==> config.mk <==
export PLATFORM = sky130hd
export DESIGN_NAME = gin_mcast_buffered
export DESIGN_NICKNAME = d
export VERILOG_FILES = /design/src/rtl/gin_mcast_buffered.sv
export SDC_FILE = /design/constraint.sdc
export NUM_CORES = 2
export LEC_CHECK = 0
export CAP_MARGIN = 20
export CORE_ASPECT_RATIO = 0.7
export CORE_UTILIZATION = 50
export CTS_CLUSTER_SIZE = 16
export DETAILED_ROUTE_END_ITERATION = 7
export PLACE_DENSITY_LB_ADDON = 0.12
export SLEW_MARGIN = 20
export SYNTH_ARGS = -nofsm -noshare
export SYNTH_HDL_FRONTEND = slang
export SYNTH_SLANG_ARGS = --single-unit
==> constraint.sdc <==
create_clock -name clk -period 5.23 [get_ports clk]
set_clock_uncertainty 0.15 [all_clocks]
set_input_delay 1.569 -clock clk [delete_from_list [all_inputs] [get_ports clk]]
set_output_delay 1.569 -clock clk [all_outputs]
set_load 0.03 [all_outputs]
==> src/rtl/gin_mcast_buffered.sv <==
// Buffered multicast global input network: tagged words are queued, matched against
// scan-loaded row/PE IDs, and delivered to every matching PE in one all-or-nothing beat.
module gin_mcast_buffered #(
  parameter int unsigned DATA_WIDTH    = 64,
  parameter int unsigned ROW_TAG_WIDTH = 4,
  parameter int unsigned COL_TAG_WIDTH = 4,
  parameter int unsigned NUM_OF_ROWS   = 12,
  parameter int unsigned NUM_OF_COLS   = 14,
  parameter int unsigned FIFO_DEPTH    = 4,
  parameter int unsigned CNT_WIDTH     = 16
) (
  input  logic                                 clk,
  input  logic                                 reset,
  input  logic                                 enable_in,
  input  logic [DATA_WIDTH-1:0]                data_in,
  input  logic [ROW_TAG_WIDTH-1:0]             row_tag,
  input  logic [COL_TAG_WIDTH-1:0]             col_tag,
  output logic                                 ready_out,
  input  logic [NUM_OF_ROWS*NUM_OF_COLS-1:0]   ready_in,
  output logic [DATA_WIDTH-1:0]                data_out,
  output logic [NUM_OF_ROWS*NUM_OF_COLS-1:0]   enable_out,
  input  logic                                 se_id,
  input  logic                                 si_id,
  output logic                                 so_id,
  output logic [$clog2(FIFO_DEPTH+1)-1:0]      fifo_count,
  output logic [CNT_WIDTH-1:0]                 drop_count
);

  localparam int unsigned NUM_PE  = NUM_OF_ROWS * NUM_OF_COLS;
  localparam int unsigned ROW_IDS = NUM_OF_ROWS * ROW_TAG_WIDTH;
  localparam int unsigned ID_LEN  = ROW_IDS + NUM_PE * COL_TAG_WIDTH;
  localparam int unsigned PTR_W   = $clog2(FIFO_DEPTH);
  localparam int unsigned FCNT_W  = $clog2(FIFO_DEPTH + 1);
  localparam int unsigned ENTRY_W = DATA_WIDTH + ROW_TAG_WIDTH + COL_TAG_WIDTH;
  localparam logic [FCNT_W-1:0] DEPTH_C = FCNT_W'(FIFO_DEPTH);

  // ID scan chain
  logic [ID_LEN-1:0] id_chain;

  always_ff @(posedge clk) begin
    if (reset) begin
      id_chain <= '0;
    end else if (se_id) begin
      id_chain <= {id_chain[ID_LEN-2:0], si_id};
    end
  end

  assign so_id = id_chain[ID_LEN-1];

  // Input FIFO
  logic [ENTRY_W-1:0] fifo_mem [FIFO_DEPTH];
  logic [PTR_W-1:0]   rd_ptr;
  logic [PTR_W-1:0]   wr_ptr;
  logic               push;
  logic               pop;

  assign ready_out = (fifo_count < DEPTH_C);
  assign push      = enable_in && ready_out;

  always_ff @(posedge clk) begin
    if (push) begin
      fifo_mem[wr_ptr] <= {data_in, row_tag, col_tag};
    end
  end

  // Depth is a power of two, so pointers wrap by natural overflow.
  always_ff @(posedge clk) begin
    if (reset) begin
      rd_ptr     <= '0;
      wr_ptr     <= '0;
      fifo_count <= '0;
    end else begin
      if (push) wr_ptr <= wr_ptr + PTR_W'(1);
      if (pop)  rd_ptr <= rd_ptr + PTR_W'(1);
      case ({push, pop})
        2'b10:   fifo_count <= fifo_count + FCNT_W'(1);
        2'b01:   fifo_count <= fifo_count - FCNT_W'(1);
        default: fifo_count <= fifo_count;
      endcase
    end
  end

  // Head decode and tag match
  logic [ENTRY_W-1:0]       head;
  logic [DATA_WIDTH-1:0]    head_data;
  logic [ROW_TAG_WIDTH-1:0] head_row;
  logic [COL_TAG_WIDTH-1:0] head_col;
  logic [NUM_OF_ROWS-1:0]   row_hit;
  logic [NUM_PE-1:0]        target;
  logic                     row_wild;
  logic                     col_wild;

  assign head      = fifo_mem[rd_ptr];
  assign head_data = head[ENTRY_W-1 -: DATA_WIDTH];
  assign head_row  = head[COL_TAG_WIDTH +: ROW_TAG_WIDTH];
  assign head_col  = head[COL_TAG_WIDTH-1:0];
  assign row_wild  = &head_row;
  assign col_wild  = &head_col;

  always_comb begin
    row_hit = '0;
    target  = '0;
    for (int unsigned r = 0; r < NUM_OF_ROWS; r++) begin
      row_hit[r] = row_wild || (head_row == id_chain[r*ROW_TAG_WIDTH +: ROW_TAG_WIDTH]);
      for (int unsigned c = 0; c < NUM_OF_COLS; c++) begin
        target[r*NUM_OF_COLS + c] = row_hit[r] &&
          (col_wild ||
           (head_col == id_chain[ROW_IDS + (r*NUM_OF_COLS + c)*COL_TAG_WIDTH +: COL_TAG_WIDTH]));
      end
    end
  end

  // Dispatch: drop unmatched heads, deliver only when every target is ready
  logic dispatch_ok;
  logic no_target;
  logic deliver;
  logic drop;

  assign dispatch_ok = (fifo_count != '0) && !se_id;
  assign no_target   = (target == '0);
  assign deliver     = dispatch_ok && !no_target && ((ready_in & target) == target);
  assign drop        = dispatch_ok && no_target;
  assign pop         = deliver || drop;

  always_ff @(posedge clk) begin
    if (reset) begin
      enable_out <= '0;
      data_out   <= '0;
      drop_count <= '0;
    end else begin
      enable_out <= deliver ? target : '0;
      if (deliver) data_out <= head_data;
      if (drop && (drop_count != '1)) drop_count <= drop_count + CNT_WIDTH'(1);
    end
  end

endmodule
# After elaboration in Yosys (flattened, before gate mapping)
# Memory sizes are Yosys's and may differ from the RTL's. A register that Yosys moved wholly into a read port is not among the register bits.
# Index checks and enable logic that the tools add are counted.
dict set report totals {
  reg_bits 975
  latch_bits 0
  ram_bits 288
  romBits 0
  in_bits 245
  output_inout_bits 253
  memories 1
}
dict set report classes {
  addsub 5
  mul 0
  div_mod_pow 0
  order_cmp 1
  eq_ne 184
  n_shift 0
  muxes 5
  bitwise 2
  n_reduce_logical 363
}
# memory words word_bits read_ports rd_clocked_by_memory_dff wr line_no
set mem_list {}
lappend mem_list {fifo_mem 4 72 1 1 1 51} ;# logic [ENTRY_W-1:0] fifo_mem [FIFO_DEPTH];
# operator n
set ops {}
lappend ops {{equality test 4 bit} 180}
lappend ops {{logical OR 1 bit} 181}
lappend ops {{logical AND 1 bit} 174}
lappend ops {{bitwise AND 168 bit} 1}
lappend ops {{equality test 168 bit} 1}
lappend ops {{logical NOT 168 bit} 1}
lappend ops {{adder 16 x 1 -> 16 bit, second input constant} 1}
lappend ops {{inequality test 16 bit, second input constant} 1}
lappend ops {{AND reduction 4 bit} 2}
lappend ops {{case mux 3 bit (2 select lines)} 1}
lappend ops {{adder 2 x 1 -> 2 bit, second input constant} 2}
lappend ops {{two-way mux 2 bit} 2}
lappend ops {{adder 3 x 1 -> 3 bit, second input constant} 1}
lappend ops {{< comparator 3 bit, second input constant} 1}
lappend ops {{nonzero test 3 bit} 1}
lappend ops {{subtractor 3 x 1 -> 3 bit, second input constant} 1}
lappend ops {{equality test 2 x 1 -> 1 bit, second input constant} 1}
lappend ops {{equality test 2 bit, second input constant} 1}
lappend ops {{logical NOT 1 bit} 2}
lappend ops {{two-way mux 1 bit} 2}
lappend ops {{nonzero test 2 bit} 1}
lappend ops {{OR reduction 2 bit} 1}
lappend ops {{NOT 1 bit} 1}

# Logic depth before layout (Yosys ltp)
dict set report logic_depth {
  ltp_word 10
  ltp_mapped 22
}

# Least setup slack after synthesis
# No wires, ideal clock.
dict set report synth_timing {
  path_type {flip-flop to flip-flop}
  from {register with a tool-made name}
  to {register fifo_count[2]}
  arrival_ps 4421
  t_required_ps 5010
  slack_ps 589
  path_stages_with_launch 21
  path_buffers 4
  synth_period_minus_slack_ps 4641
  cell_sequence {dfxtp_1 -> buf_6 -> mux4_2 -> buf_6 -> xnor2_1 -> nand4_1 -> a21boi_2 -> buf_2 -> nor3_1 -> a2111oi_2 -> nand4_1 -> nor4_2 -> nand2_1 -> clkbuf_1 -> nor2_1 -> ha_1 -> inv_1 -> fa_1 -> xor2_1 -> or3_1 -> a21oi_1}
}
# item line_no
set synth_lines {}
lappend synth_lines {{to (signal assigned)} 76} ;# 2'b10: fifo_count <= fifo_count + FCNT_W'(1);
lappend synth_lines {{to (signal assigned)} 77} ;# 2'b01: fifo_count <= fifo_count - FCNT_W'(1);
lappend synth_lines {{to (signal assigned)} 78} ;# default: fifo_count <= fifo_count;
lappend synth_lines {{to (decl)} 25} ;# output logic [$clog2(FIFO_DEPTH+1)-1:0] fifo_count,

==> reports/metrics.cfg <==
[cts]
cts_buffer_depth=3
h-tree-depth=3
clock_sinks=1265
cts-buffers-inserted=119
cts_tree=built
clockRootBuffer=clkbuf_16
clk_latency_ps=740
clock_pin_slew_reported_for_the_worst_setup_and_hold_paths_after_clock_tree_synthesis_ps=60

[drt]
ant_nets=0
via_per_inst=5.830
drt_drc_violations_left=0
vias=41810
tritonroute_pass_1_iters=6
postRouteWirelength_um=186200
drt_iter0_markers=4606
wire_per_inst_um=25.97

[die]
placeable_core_region_sq_um=108600
chipWidth_um=397.9
design.portCount=498
die-height_um=279.1
floorplan.die_area_sq_um=111100
floorplan.initialDensity_pct=50.54
placement_rows=101

[timing]
slew_at_the_pin_with_the_worst_max_slew_slack_ps=1111
timing.final.max_slew_violations=0
setup_viol=1
setup_slack_ps=-28.19
relSlewSlack_pct=25.93
achievable-frequency_ghz=0.1902
final.min_clock_period_ps=5258
post-route-period-util_pct=100.5
finalHoldViolCount=0

[grt]
groute.layer.met2.usage_pct=44.22
global_route_wire_length_before_repair_um=260000
grt_use_total_pct=31.29
vias_in_the_first_global_route=38640
groute.layer.met3.usage_pct=7.464
busiest_layer=met1
groute.layer.met1.usage_pct=46.63
grt-ovfl-total=0
grt_antenna_before_repair=8
grt_max_degree=146

[synthesis]
flip_flop_and_latch_count_after_synthesis=1265
synthesis.area_sq_um=54860
synth_cell_types=72
synth_top_area_cell=dfxtp_1
ys.warnings.count=0
synth-edff-count=288
postSynth.topFlopCell=dfxtp_1
netlist_top_cells_area=dfxtp_1 (36%), edfxtp_1 (16%), mux2i_1 (13%), xnor2_1 (10%), nor2_1 (5.3%)
synthCells=4940
yosys.area.top_type_share_pct=35.65
syn-num-nets=5192
postSynth.asyncResetShare_pct=0
seq_area_frac_synth_pct=51.42
avgSynthCellArea_sq_um=11.11

[setup_path]
cp-end-kind=flop
r2r_end=enable_out[29]$_SDFF_PP0_
crit_path_max_fanout=16
timing.critical_path.mode_cell=buf_4
reg2reg_setup_slack_ps=-30
worst_setup_start_kind=flop
worstPathCellList=buf_12, mux4_2, buf_6, buf_4, xnor2_1, nand4_1, a21boi_4, buf_12, buf_4, buf_4, a31oi_1, nor3_1, nand4_1, nor3_2, buf_4, nand2_2, nand4_1, buf_12, buf_4, nor3_1, buf_4
crit_arrival_ps=5770
critPathMaxStageDelay_ps=660
critPathRequiredTime_ps=5740
worst_r2r_path_cells=21
critPathKind=flop to flop
worst_path_max_delay_cell=a31oi_1

[final_layout]
final_layout_size_suffix_gt1_share_pct=15.11
fin_area_sq_um=68930
final.fill_count=8596
final_cell_count_no_fill=7171
finalNetCount=5878
area_growth_syn_to_layout_pct=25.65

[outcome]
failed_checks=setup timing
outcome=complete, but fails checks

[min_path]
timing.hold.worst_path_depth=2
hold_path_end=data_out[5]$_SDFFE_PP0P_
min-delay-path-class=flop to flop
hp-start=data_out[5]$_SDFFE_PP0P_

[placed_design]
place_congestion=0.9962
placed_cells_incl_taps=6879
io_buffer_count=497
dpl.hpwl_um=126800
dpl-instance-area_sq_um=63490

[run]
timing.max_cap.violations=0

[power_and_ir_drop]
static-leakage-power_nw=25.30
max-vdd-ir-drop_v=0.0005970
power.density_cell_area_nw_per_um2=445.2
totalPowerFinal_mw=30.69

-- layout by cell type (no fill, tap or decap), types with 8 or more instances in the layout --
cell type	Yosys	layout
and2_1	27	20
clkinvlp_4	0	8
o22ai_1	46	45
bufinv_16	0	20
buf_4	50	371
mux2i_1	720	720
nand4_1	114	114
a41oi_1	121	103
nor4_1	41	29
nand2_1	15	11
or2_2	16	16
a211oi_1	8	8
xnor2_1	655	654
o31ai_1	67	67
o41ai_1	11	11
nor4_2	2	11
buf_6	13	13
xor2_1	68	66
nand3_1	8	8
clkinv_2	0	21
mux2_2	9	9
buf_12	0	52
dfxtp_1	977	975
nor2b_1	14	14
clkbuf_16	0	131
o21ai_0	13	12
nor3_1	200	200
mux4_2	69	68
clkbuf_8	0	17
and3_1	13	13
o22a_1	10	10
a21oi_1	106	104
edfxtp_1	288	288
clkbuf_1	172	18
inv_1	27	27
a41oi_2	11	29
clkdlybuf4s50_1	0	495
nor2_1	776	774
nor3_2	31	31
-- worst max path at each step --
stage	to	slack, ps	cells after the start
CTS	enable_out[110]$_SDFF_PP0_	3	14
floorplan	fifo_count[2]$_SDFFE_PP0P_	590	20
detailed placement	fifo_count[2]$_SDFFE_PP0P_	-420	15
finish	enable_out[29]$_SDFF_PP0_	-30	21
global placement	fifo_count[2]$_SDFFE_PP0P_	-500	15
global route	fifo_count[2]$_SDFFE_PP0P_	-80	20
-- synth_stat cells (6+ instances only) --
cell type,count
dfxtp_1,977
nor2_1,776
mux2i_1,720
xnor2_1,655
edfxtp_1,288
nor3_1,200
clkbuf_1,172
a41oi_1,121
nand4_1,114
a21oi_1,106
buf_2,86
mux4_2,69
xor2_1,68
o31ai_1,67
buf_1,65
buf_4,50
o22ai_1,46
nor4_1,41
nor3_2,31
and2_1,27
inv_1,27
or2_2,16
nand2_1,15
nor2b_1,14
and3_1,13
buf_6,13
o21ai_0,13
a41oi_2,11
o41ai_1,11
a2111oi_0,10
o22a_1,10
mux2_2,9
a211oi_1,8
nand3_1,8
a31oi_1,7
nor3b_1,7
ha_1,6
or3_1,6
-- registers in the layout (all words and copies together) (netlist names), named ones only --
name        count
enable_out    168
fifo_count      3
drop_count     16
id_chain      720
data_out       64
fifo_mem      288
wr_ptr          2
rd_ptr          2
-- power by group --
part | internal [mW] | switching, mW
combinational | 4.07 | 6.73
clock | 5.50 | 3.91
sequential | 10.4 | 0.131
-- critical path, delay by kind of cell (launching register included) --
kind	cells	cell delay (ps)
muxes	1	630
buffers and inverters	10	1740
and+or+nand+nor	7	1210
AOI/OAI and AO/OA	2	860
DFF	1	430
xor gates and xnor gates	1	130
-- cell type report --
cell class / count / area [sq um] / area share [%]
tap: 1442 / 1804 / 2.617
clock inverter: 63 / 865.8 / 1.256
multi-input combinational: 3263 / 25200 / 36.55
inverter: 27 / 101.3 / 0.1470
clock buffer: 158 / 3359 / 4.874
timing repair buffer: 950 / 9380 / 13.61
sequential: 1265 / 28210 / 40.93
antenna: 3 / 7.507 / 0.01089
-- logic make-up after synthesis --
group / synth area share [%]
buf+inv: 3.542
fa+ha+maj: 0.1733
compound gates: 6.110
flops: 51.42
simple gates: 10.85
mux: 16.36
xor+xnor: 11.54
-- metal layers --
| layer | vias up | share of wire [%] |
|---|---|---|
| met1 | 20640 | 45 |
| met3 | 367 | 10 |
| met4 | 4 | 3.5 |
| met5 | - | 0.011 |
| li1 | 18850 | - |
| met2 | 1948 | 42 |
-- metrics by stage --
stage	utilization, %	hold slack [ps]	TNS (ps)	setup slack [ps]
detailed placement	58.49	309.4	-8444	-418.6
floorplan	-	353.4	0	588.9
finish	63.50	319.1	-28.19	-28.19
CTS	62.49	318.3	0	3.023
global route	63.49	339.2	-80.13	-80.13
global placement	58.49	305.5	-5010	-497.1
-- what timing repair did --
item / in CTS / in global routing
pin swaps: 1 / 24
gates cloned: 0 / 12
gates resized for setup: 14 / 65
setup endpoints to repair: 244 / 194
setup buffers: 4 / 51
hold buffers: 0 / 0
Power figures use the tool's default switching activity.
